==> config.mk <==
export PLATFORM = sky130hd
export DESIGN_NAME = zero_run_event_monitor
export DESIGN_NICKNAME = d
export VERILOG_FILES = /design/src/rtl/zero_run_event_monitor.sv
export SDC_FILE = /design/constraint.sdc
export NUM_CORES = 1
export LEC_CHECK = 0
export ABC_AREA = 1
export ABC_CLOCK_PERIOD_IN_PS = 3050
export CAP_MARGIN = 10
export CORE_MARGIN = 3
export CORE_UTILIZATION = 30
export CTS_CLUSTER_DIAMETER = 60
export DETAILED_ROUTE_END_ITERATION = 10
export GPL_TIMING_DRIVEN = 0
export REMOVE_ABC_BUFFERS = 1
export SYNTH_ARGS = -nofsm -noshare
export SYNTH_HDL_FRONTEND = slang
export SYNTH_SLANG_ARGS = --single-unit
==> constraint.sdc <==
create_clock -name clk -period 3.05 [get_ports clk]
set_input_delay 0.7625 -clock clk [delete_from_list [all_inputs] [get_ports clk]]
set_output_delay 0.7625 -clock clk [all_outputs]
set_load 0.005 [all_outputs]
==> src/rtl/zero_run_event_monitor.sv <==
// Turns the upstream zero-run flag into rising-edge events, keeps total/per-window counts,
// and raises a sticky alarm when one fixed window collects at least THRESH events.
module zero_run_event_monitor #(
  parameter int CNT_W  = 8,
  parameter int THRESH = 3,
  parameter int WINDOW = 8
) (
  input  logic             clk,
  input  logic             rst,
  input  logic             en,
  input  logic             clr,
  input  logic             z_in,
  output logic             event_pulse,
  output logic [CNT_W-1:0] event_cnt,
  output logic [CNT_W-1:0] win_cnt,
  output logic             alarm
);

  localparam int TW = $clog2(WINDOW);

  typedef enum logic [1:0] {IDLE, COUNT, ALARM} state_t;

  state_t           state;
  logic             z_prev;
  logic [TW-1:0]    timer;
  logic             ev;
  logic             last;
  logic [CNT_W-1:0] cnt_max;
  logic [CNT_W-1:0] win_next;

  always_comb begin
    cnt_max  = '1;
    ev       = z_in & ~z_prev & (state != IDLE) & ~clr;
    last     = (timer == TW'(WINDOW - 1));
    win_next = (ev && win_cnt != cnt_max) ? win_cnt + CNT_W'(1) : win_cnt;
  end

  always_ff @(posedge clk) begin
    if (!rst) begin
      state       <= IDLE;
      z_prev      <= 1'b0;
      timer       <= '0;
      event_pulse <= 1'b0;
      event_cnt   <= '0;
      win_cnt     <= '0;
      alarm       <= 1'b0;
    end else begin
      z_prev      <= z_in;
      event_pulse <= ev;
      if (clr) begin
        event_cnt <= '0;
        win_cnt   <= '0;
        timer     <= '0;
        alarm     <= 1'b0;
        state     <= en ? COUNT : IDLE;
      end else begin
        // Total count runs in COUNT and ALARM alike, and survives en dropping.
        if (ev && event_cnt != cnt_max)
          event_cnt <= event_cnt + CNT_W'(1);
        case (state)
          IDLE: begin
            timer   <= '0;
            win_cnt <= '0;
            if (en)
              state <= COUNT;
          end
          COUNT: begin
            if (last && win_next >= CNT_W'(THRESH)) begin
              // Timer stays frozen and win_cnt keeps the tripping value.
              state   <= ALARM;
              alarm   <= 1'b1;
              win_cnt <= win_next;
            end else if (!en) begin
              state   <= IDLE;
              timer   <= '0;
              win_cnt <= '0;
            end else if (last) begin
              timer   <= '0;
              win_cnt <= '0;
            end else begin
              timer   <= timer + TW'(1);
              win_cnt <= win_next;
            end
          end
          ALARM: begin
            alarm <= 1'b1;
          end
          default: begin
            state <= IDLE;
            alarm <= 1'b0;
          end
        endcase
      end
    end
  end

endmodule
==> flow_metrics.py, run 1 <==
metrics = {
    "yosys": {
        "postSynthRegisterBits": 24,
        "synthesis.instances": 215,
        "synth_top_cells_by_area": "dfxtp_1 32%, nand2_1 14%, nand3_1 7.0%, inv_1 6.3%, ha_1 5.9%",
        "ys_warn_count": 0,
        "synth_top_cell_area_share_pct": 32.2,
        "synth_area_um2": 1490,
        "seq_area_frac_synth_pct": 32.2,
        "synth.lib_cells_used.distinct": 31,
        "synth_area_leader_cell": "dfxtp_1",
        "synthesis.area_per_instance_um2": 6.95,
    },
    "finish": {
        "post_route_cells_drive_above_1_share_pct": 11.0,
        "syn2layout_area_growth_pct": 22.0,
        "final_cell_area_um2": 1820,
        "antenna_cells": 0,
        "n_fill_cell": 531,
        "nNetsFinal": 251,
    },
    "global_route": {
        "globalRouteTotalUtil_pct": 11.3,
        "grt_first_pass_wirelength_um": 5470,
        "grt_antenna_before_repair": 0,
        "remaining_overflow_grt": 0,
        "grt_pass1_vias": 1249,
        "grt_start_max_net_pins": 16,
    },
    "detailed_routing": {
        "wl_um": 3220,
        "detail-route-antenna-nets": 0,
        "drt_first_iter_violations": 74,
        "drc_errors": 0,
        "first_pass_iters": 4,
        "via_count": 1400,
        "average_wire_per_cell_in_the_routed_design_um": 10.6,
        "detail_route.vias_per_cell": 4.61,
    },
    "critical_path": {
        "rrSetupSlack_ps": 890,
        "crit_path_cell_trace": "clkdlybuf4s50_1, inv_2, nand2_4, nor2_8, nand2_4, nand2_1, nand2_1, inv_1, nand2_2, nor2_1, nand2_2, nand2_4, nand3_2, nand3_2, nand2_1, inv_1, nor2_1",
        "worst_path_largest_cell_delay_ps": 520,
        "setup.worst_path.start_class": "input pin",
        "depth_of_the_most_critical_reg_to_reg_path": 18,
        "timing.critical_path.required_ps": 3230,
        "critical_path.slowest_cell": "clkdlybuf4s50_1",
        "crit-reg2reg-launch": "state[1]$_SDFFE_PN0P_",
        "worst-endpoint-arrival_ps": 2680,
        "worst-path-max-fanout": 10,
        "criticalPathCategory": "in -> reg",
        "critical_path.reg2reg.endpoint": "state[1]$_SDFFE_PN0P_",
        "timing.critical_path.to_type": "flop",
    },
    "power": {
        "power.static_leakage_uw": 0.000753,
        "share_clk_of_total_power_pct": 31.8,
        "pwr_density_cell_nw_per_um2": 325,
        "power.share.combinational_pct": 14.2,
        "sw_power_uw": 159,
        "totalPowerFinal_uw": 593,
        "irDropWorstVdd_uv": 202,
        "netSwitchingFraction_pct": 26.7,
        "power_report.internal_total_uw": 434,
        "sequentialPowerShare_pct": 54.0,
    },
    "clocking": {
        "cts_tree": "yes",
        "clock-sinks": 24,
        "cts-root-buf": "clkbuf_8",
        "ctsHoldBuffers": 0,
        "clk_pin_slew_ps": 90,
        "post_cts.repair.setup_buffers": 0,
        "post_cts_resized": 0,
        "worst_skew_pair.late_latency_ps": 270,
        "cts_bufs_inserted": 3,
        "maximum_root_to_sink_buffer_count": 2,
        "ctsHtreeMaxLevel": 1,
    },
    "die": {
        "io_pins": 23,
        "dieWidth_um": 76.6,
        "vert_die_dim_um": 76.6,
        "die_area_um2": 5860,
        "core.rowCount": 25,
        "floorplan.initialDensity_pct": 31.4,
        "coreArea_um2": 4750,
    },
    "hold_path": {
        "hold_start": "timer[2]$_SDFFE_PP0P_",
        "holdCritPathClass": "reg -> reg",
        "worstHoldEndpoint": "timer[2]$_SDFFE_PP0P_",
        "hold-path-cell-count": 2,
    },
    "timing": {
        "setup_viol": 0,
        "timing.clock.skew_ps": 11.2,
        "finalWorstPathRequiredPeriod_ps": 2510,
        "report.final.slew_viol_count": 0,
        "worst-slew-pin-transition_ps": 585,
        "timing.setup.tns_ps": 0,
        "hold_viol_final": 0,
        "clock.fmax_mhz": 399,
        "timing.hold.ws_ps": 469,
        "unrepaired_setup_endpoints_after_global_routing": "false",
        "worst_slew_margin_rel_pct": 60.9,
        "final_min_period_over_clock_period_pct": 82.1,
    },
    "flow_run": {
        "drv_cap": 0,
    },
    "placed_design": {
        "numPortBuffers": 22,
        "postPlaceCellArea_um2": 1780,
        "globalplace.congestion": 0.768,
        "post-dp-hpwl_um": 2360,
    },
    "status": {
        "status": "finished clean",
    },
}
-- metrics by stage --
| step | utilization [%] | worst slack (ps) | cells |
|---|---|---|---|
| after floorplan | - | 1020 | 212 |
| after global placement | 37.5 | 268 | 301 |
| after detailed placement | 37.5 | 256 | 301 |
| after CTS | 38.3 | 547 | 304 |
| after global routing | 38.3 | 307 | 304 |
| final | 38.3 | 545 | 304 |
-- power by group through the flow --
stage               Clock [uW]  Combinational [uW]  Sequential (uW)
floorplan                    0                60.3              327
global placement             0                85.0              327
detailed placement           0                85.4              327
CTS                        200                85.8              320
global route               209                96.4              321
finish                     188                84.4              320
-- worst max-delay path by stage --
stage,start,endpoint,slack (ps),cells after the start
finish,clr,state[1]$_SDFFE_PN0P_,540,17
global route,clr,state[1]$_SDFFE_PN0P_,310,16
CTS,clr,state[1]$_SDFFE_PN0P_,550,17
detailed placement,clr,state[1]$_SDFFE_PN0P_,260,17
global placement,clr,state[1]$_SDFFE_PN0P_,270,17
floorplan,z_in,state[1]$_SDFFE_PN0P_,1020,15
-- metal layers --
layer	vias to the layer above	wire (um)	track usage (%)
met2	27	1460	18.5
met4	0	23	2.72
li1	748	-	-
met5	-	0	0
met1	623	1610	14.6
met3	2	125	3.07
-- flip-flops by register name (all words and copies together), names as in the netlist --
register	flops
alarm	1
event_cnt	8
event_pulse	1
state	2
timer	3
win_cnt	8
z_prev	1
-- cell type report --
cell class                      instances  area [um^2]  share of cell area [%]
Multi-Input combinational cell        160          892                    48.9
Tap cell                               67         83.8                    4.60
Timing Repair Buffer                   22          220                    12.1
Sequential cell                        24          480                    26.4
Inverter                               28          105                    5.77
Clock buffer                            3         41.3                    2.26
-- synth_stat cells --
cell type	n
nand2_1	54
inv_1	25
dfxtp_1	24
nand3_1	21
nor2_1	16
a21oi_1	14
nand4_1	8
o21ai_0	8
ha_1	7
nand2_2	6
nand2_4	4
inv_2	3
nand3b_1	3
nor3_1	3
nand3_2	2
nor2_4	2
a21o_1	1
a21oi_2	1
a31oi_1	1
and3_1	1
buf_2	1
buf_4	1
clkbuf_1	1
nor2_2	1
nor2_8	1
nor3_2	1
nor3b_1	1
o21ai_2	1
o21ai_4	1
o21bai_1	1
xor2_1	1
-- worst max-delay path, delay by kind of cell --
kind / cells / cell delay (ps)
simple gates: 13 / 1140
buf+inv: 4 / 780
-- layout by cell type, fill, tap and decap left out --
master / n
nand2_1: 54
nor2_4: 2
a31oi_1: 1
and3_1: 1
nand2_4: 4
dfxtp_1: 24
nor2_1: 16
a21oi_1: 14
nor3_2: 1
nor3b_1: 1
nand3b_1: 3
o21ai_0: 8
o21ai_4: 1
inv_2: 3
nand2_2: 6
xor2_1: 1
ha_1: 7
nor3_1: 3
a21oi_2: 1
o21bai_1: 1
nor2_8: 1
nand3_2: 2
o21ai_2: 1
clkbuf_8: 3
a21o_1: 1
nand4_1: 8
nand3_1: 21
clkdlybuf4s50_1: 22
nor2_2: 1
inv_1: 25
-- logic make-up after synthesis --
logic type,share of synthesized area [%]
AO/OA/AOI/OAI,11.1
XOR/XNOR,0.586
adder cells (fa/ha/maj),5.86
flip-flops,32.2
buffers and inverters,8.12
AND/OR/NAND/NOR,42.2
(Power assumes the default switching activity.)
==> run 2: changes to the inputs <==
--- a/config.mk
+++ b/config.mk
@@ -6,7 +6,7 @@
 export NUM_CORES = 1
 export LEC_CHECK = 0
 export ABC_AREA = 1
-export ABC_CLOCK_PERIOD_IN_PS = 3050
+export ABC_CLOCK_PERIOD_IN_PS = 2450
 export CAP_MARGIN = 10
 export CORE_MARGIN = 3
 export CORE_UTILIZATION = 30
==> constraint.sdc (replaced) <==
create_clock -name clk -period 2.45 [get_ports clk]
set_input_delay 0.6125 -clock clk [delete_from_list [all_inputs] [get_ports clk]]
set_output_delay 0.6125 -clock clk [all_outputs]
set_load 0.005 [all_outputs]
==> run 2 against run 1 <==
Worst setup slack lost 330 ps. Critical endpoint unchanged. Global-route usage did not move. Critical path type unchanged. Flip-flop and latch count is the same.
==> flow_metrics.py, run 2 (synthesized netlist as in run 1, its figures left out) <==
metrics = {
    "timing": {
        "final_min_period_over_clock_period_pct": 91.3,
        "setup_viol": 0,
        "clock.fmax_mhz": 447,
        "unrepaired_setup_endpoints_after_global_routing": "false",
        "worst-slew-pin-transition_ps": 595,
        "timing.hold.ws_ps": 469,
        "timing.clock.skew_ps": 11.7,
        "worst_slew_margin_rel_pct": 60.2,
        "hold_viol_final": 0,
        "report.final.slew_viol_count": 0,
        "finalWorstPathRequiredPeriod_ps": 2240,
    },
    "die": {
        "dieWidth_um": 76.6,
        "io_pins": 23,
        "floorplan.initialDensity_pct": 31.4,
        "die_area_um2": 5860,
        "coreArea_um2": 4750,
        "core.rowCount": 25,
        "vert_die_dim_um": 76.6,
    },
    "clocking": {
        "clock-sinks": 24,
        "ctsHtreeMaxLevel": 1,
        "post_cts_resized": 0,
        "cts_bufs_inserted": 3,
        "ctsHoldBuffers": 0,
        "cts-root-buf": "clkbuf_8",
        "clk_pin_slew_ps": 90,
        "post_cts.repair.setup_buffers": 0,
        "cts_tree": "yes",
        "worst_skew_pair.late_latency_ps": 270,
        "maximum_root_to_sink_buffer_count": 2,
    },
    "placed_design": {
        "globalplace.congestion": 0.768,
        "post-dp-hpwl_um": 2360,
        "postPlaceCellArea_um2": 1780,
        "numPortBuffers": 22,
    },
    "finish": {
        "nNetsFinal": 252,
        "syn2layout_area_growth_pct": 23.3,
        "final_cell_mix": "53 x nand2_1, 25 x inv_1, 24 x dfxtp_1, 21 x nand3_1, 21 x clkdlybuf4s50_1",
        "antenna_cells": 0,
        "layout_commonest_cell": "nand2_1",
        "top_regs": "event_cnt x8, win_cnt x8, timer x3",
        "final_cell_area_um2": 1840,
        "post_route_cells_drive_above_1_share_pct": 12.2,
    },
    "global_route": {
        "grt_antenna_before_repair": 0,
        "globalRouteTotalUtil_pct": 11.3,
        "grt_start_max_net_pins": 16,
        "remaining_overflow_grt": 0,
        "grt_first_pass_wirelength_um": 5470,
        "grt_pass1_vias": 1249,
    },
    "power": {
        "sw_power_uw": 201,
        "netSwitchingFraction_pct": 27.0,
        "irDropWorstVdd_uv": 252,
        "sequentialPowerShare_pct": 53.6,
        "power.static_leakage_uw": 0.000762,
        "power.share.combinational_pct": 14.8,
        "pwr_density_cell_nw_per_um2": 404,
        "share_clk_of_total_power_pct": 31.6,
        "power_report.internal_total_uw": 543,
    },
    "flow_run": {
        "drv_cap": 0,
    },
    "detailed_routing": {
        "average_wire_per_cell_in_the_routed_design_um": 10.8,
        "detail-route-antenna-nets": 0,
        "wl_um": 3310,
        "drc_errors": 0,
        "via_count": 1420,
        "detail_route.vias_per_cell": 4.66,
        "drt_first_iter_violations": 98,
        "first_pass_iters": 4,
    },
    "critical_path": {
        "worst-path-max-fanout": 6,
        "timing.critical_path.required_ps": 2630,
        "worst-endpoint-arrival_ps": 2420,
        "timing.critical_path.to_type": "flop",
        "setup.worst_path.start_class": "input pin",
        "criticalPathCategory": "in -> reg",
    },
    "status": {
        "status": "finished clean",
    },
    "hold_path": {
        "holdCritPathClass": "reg -> reg",
    },
}
run 2: power groups by stage:
| stage | clock [uW] | combinational, uW | sequential, uW |
|---|---|---|---|
| after global placement | 0 | 106 | 408 |
| after detailed placement | 0 | 106 | 408 |
| after global routing | 261 | 126 | 400 |
| after CTS | 249 | 107 | 399 |
| final | 235 | 110 | 399 |
| after floorplan | 0 | 75.0 | 407 |
run 2: worst paths after layout:
check / cells past startpoint / start / slack [ps] / to
min reg2reg: 2 / timer[2]$_SDFFE_PP0P_ / 470 / timer[2]$_SDFFE_PP0P_
max reg2reg: 18 / state[1]$_SDFFE_PN0P_ / 340 / state[1]$_SDFFE_PN0P_
max: 16 / z_in / 210 / state[1]$_SDFFE_PN0P_
min: 2 / timer[2]$_SDFFE_PP0P_ / 470 / timer[2]$_SDFFE_PP0P_
run 2: layer usage:
metal / global-route usage (%) / vias up / routed length, um / share of wire, %
met3: 3.07 / 2 / 146 / 4.4
met5: 0 / - / 0 / 0
met4: 2.72 / 0 / 23 / 0.70
met1: 14.6 / 634 / 1620 / 49
li1: - / 753 / - / -
met2: 18.5 / 31 / 1520 / 46
run 2: area by class of cell:
cell class / count / area, um^2
tap: 67 / 83.8
sequential: 24 / 480
clock buffer: 3 / 41.3
multi-input combinational: 161 / 908
timing repair buffer: 22 / 223
fill: 530 / 2910
inverter: 28 / 105
run 2: critical path, cell delays in order:
cell and delay, ps:
clkdlybuf4s50_1 490, nand2_2 140, nor2_8 180, nand2_4 100, nand2_1 60, nand2_1 70
inv_1 70, nand2_2 40, nor2_1 140, nand2_2 90, nand2_4 100, nand3_2 90
nand3_2 110, nand2_1 50, inv_1 50, nor2_1 30
run 2: through the flow:
step	utilization [%]	power, uW	cells	setup TNS, ps	setup slack [ps]
global route	38.7	786	305	0	0.939
global placement	37.5	513	301	-2130	-182
finish	38.7	744	305	0	213
CTS	38.3	754	304	0	97.1
floorplan	-	482	212	0	568
detailed placement	37.5	514	301	-2170	-194
==> run 3: changes to the inputs <==
--- a/config.mk
+++ b/config.mk
@@ -12,7 +12,7 @@
 export CORE_UTILIZATION = 30
 export CTS_CLUSTER_DIAMETER = 60
 export DETAILED_ROUTE_END_ITERATION = 10
-export GPL_TIMING_DRIVEN = 0
+export PLACE_DENSITY = 0.55
 export REMOVE_ABC_BUFFERS = 1
 export SYNTH_ARGS = -nofsm -noshare
 export SYNTH_HDL_FRONTEND = slang
==> run 3 against run 2 <==
Worst setup slack worse by 21 ps. First-iteration DRC count is 19% lower. Register-to-register slack lost 40 ps. Global-route usage is 1.8 points higher. Clock skew fell by 1.9 ps. Die area is the same. Critical path type unchanged. Largest cell class unchanged.
==> flow_metrics.py, run 3 (synthesized netlist as in run 1, its figures left out) <==
metrics = {
    "timing": {
        "report.final.slew_viol_count": 0,
        "worst_slew_margin_rel_pct": 57.6,
        "finalWorstPathRequiredPeriod_ps": 2260,
        "hold_viol_final": 0,
        "timing.setup.tns_ps": 0,
        "final_min_period_over_clock_period_pct": 92.2,
        "clock.fmax_mhz": 443,
        "timing.hold.ws_ps": 470,
        "worst-slew-pin-transition_ps": 633,
        "setup_viol": 0,
        "timing.clock.skew_ps": 9.80,
        "unrepaired_setup_endpoints_after_global_routing": "false",
    },
    "detailed_routing": {
        "detail-route-antenna-nets": 0,
        "via_count": 1456,
        "detail_route.vias_per_cell": 4.58,
        "drt_first_iter_violations": 79,
        "average_wire_per_cell_in_the_routed_design_um": 11.1,
        "first_pass_iters": 4,
        "drc_errors": 0,
        "wl_um": 3530,
    },
    "clocking": {
        "maximum_root_to_sink_buffer_count": 2,
        "ctsHtreeMaxLevel": 1,
        "cts_bufs_inserted": 3,
        "ctsHoldBuffers": 0,
        "cts_tree": "yes",
        "cts-root-buf": "clkbuf_8",
        "clk_pin_slew_ps": 100,
        "post_cts_resized": 0,
        "post_cts.repair.setup_buffers": 0,
        "clock-sinks": 24,
        "worst_skew_pair.late_latency_ps": 280,
    },
    "global_route": {
        "remaining_overflow_grt": 0,
        "grt_first_pass_wirelength_um": 6370,
        "grt_pass1_vias": 1396,
        "grt_antenna_before_repair": 0,
        "grt_start_max_net_pins": 16,
        "globalRouteTotalUtil_pct": 13.1,
    },
    "finish": {
        "antenna_cells": 0,
        "syn2layout_area_growth_pct": 29.5,
        "layout_commonest_cell": "nand2_1",
        "final_cell_count_no_fill": 318,
        "nNetsFinal": 264,
        "final_cell_mix": "54 x nand2_1, 25 x inv_1, 24 x dfxtp_1, 22 x clkdlybuf4s50_1, 21 x nand3_1",
        "final_cell_area_um2": 1930,
        "top_regs": "event_cnt x8, win_cnt x8, timer x3",
        "post_route_cells_drive_above_1_share_pct": 15.9,
    },
    "die": {
        "dieWidth_um": 76.6,
        "die_area_um2": 5860,
        "core.rowCount": 25,
        "vert_die_dim_um": 76.6,
        "io_pins": 23,
        "floorplan.initialDensity_pct": 31.4,
        "coreArea_um2": 4750,
    },
    "critical_path": {
        "worst_path_largest_cell_delay_ps": 470,
        "timing.critical_path.to_type": "flop",
        "worst-path-max-fanout": 10,
        "setup.worst_path.start_class": "input pin",
        "rrSetupSlack_ps": 300,
        "crit_top_cell": "nand2_1",
        "worst-path-buf-inv": 3,
        "worst-endpoint-arrival_ps": 2440,
        "crit_path_cell_trace": "clkdlybuf4s50_1, nand2_1, nor2_8, nand2_4, nand2_1, nand2_1, inv_1, nand2_2, nor2_1, nand2_2, nand2_4, nand3_2, nand3_2, nand2_1, inv_1, nor2_1",
        "top_delay_family_on_crit_path": "simple AND/OR/NAND/NOR gates",
        "criticalPathCategory": "in -> reg",
        "timing.critical_path.required_ps": 2640,
        "critical_path.slowest_cell": "clkdlybuf4s50_1",
    },
    "placed_design": {
        "postPlaceCellArea_um2": 1880,
        "numPortBuffers": 22,
        "placedCellCount": 314,
        "globalplace.congestion": 0.806,
        "post-dp-hpwl_um": 2620,
    },
    "power": {
        "power.static_leakage_uw": 0.000824,
        "totalPowerFinal_uw": 794,
        "irDropWorstVdd_uv": 207,
        "pwr_density_cell_nw_per_um2": 410,
    },
    "status": {
        "status": "finished clean",
    },
    "hold_path": {
        "holdCritPathClass": "reg -> reg",
    },
    "flow_run": {
        "drv_cap": 0,
    },
}
[run 3: area by class of cell]
type                    instances  area [um^2]
fillers                       539         2820
flip-flops and latches         24          480
clock buffers                   4         55.1
multi-input cells             160          892
repair buffers                 35          318
inverters                      28          105
well taps                      67         83.8
[run 3: through the flow]
step	util (%)	worst slack [ps]
3_5_place_dp	39.5	-120
6_report	40.7	192
5_1_grt	40.7	17.5
2_1_floorplan	-	568
3_3_place_gp	39.5	-106
4_1_cts	40.7	172
[run 3: layer usage]
metal / up-vias / wire (um) / global-route usage, %
met1: 650 / 1860 / 18.1
met5: - / 0 / 0
met4: 0 / 32 / 3.80
li1: 777 / - / -
met3: 4 / 133 / 2.25
met2: 25 / 1500 / 20.7
[run 3: final timing paths]
kind	cells past startpoint	endpoint	start
setup reg to reg	18	state[1]$_SDFFE_PN0P_	state[0]$_SDFFE_PN0P_
hold reg to reg	2	alarm$_SDFFE_PP0P_	alarm$_SDFFE_PP0P_
setup / recovery	16	state[1]$_SDFFE_PN0P_	z_in
hold / removal	2	alarm$_SDFFE_PP0P_	alarm$_SDFFE_PP0P_
[run 3: worst min-delay path, cell delays in order (launching register included)]
cell and delay [ps]:
dfxtp_1 320, nand2_1 60, a21oi_1 50
[run 3: power by group]
group          total (uW)  internal (uW)  switching [uW]
clock network         284            144             140
registers             398            395            2.88
logic                 111           39.3            71.9
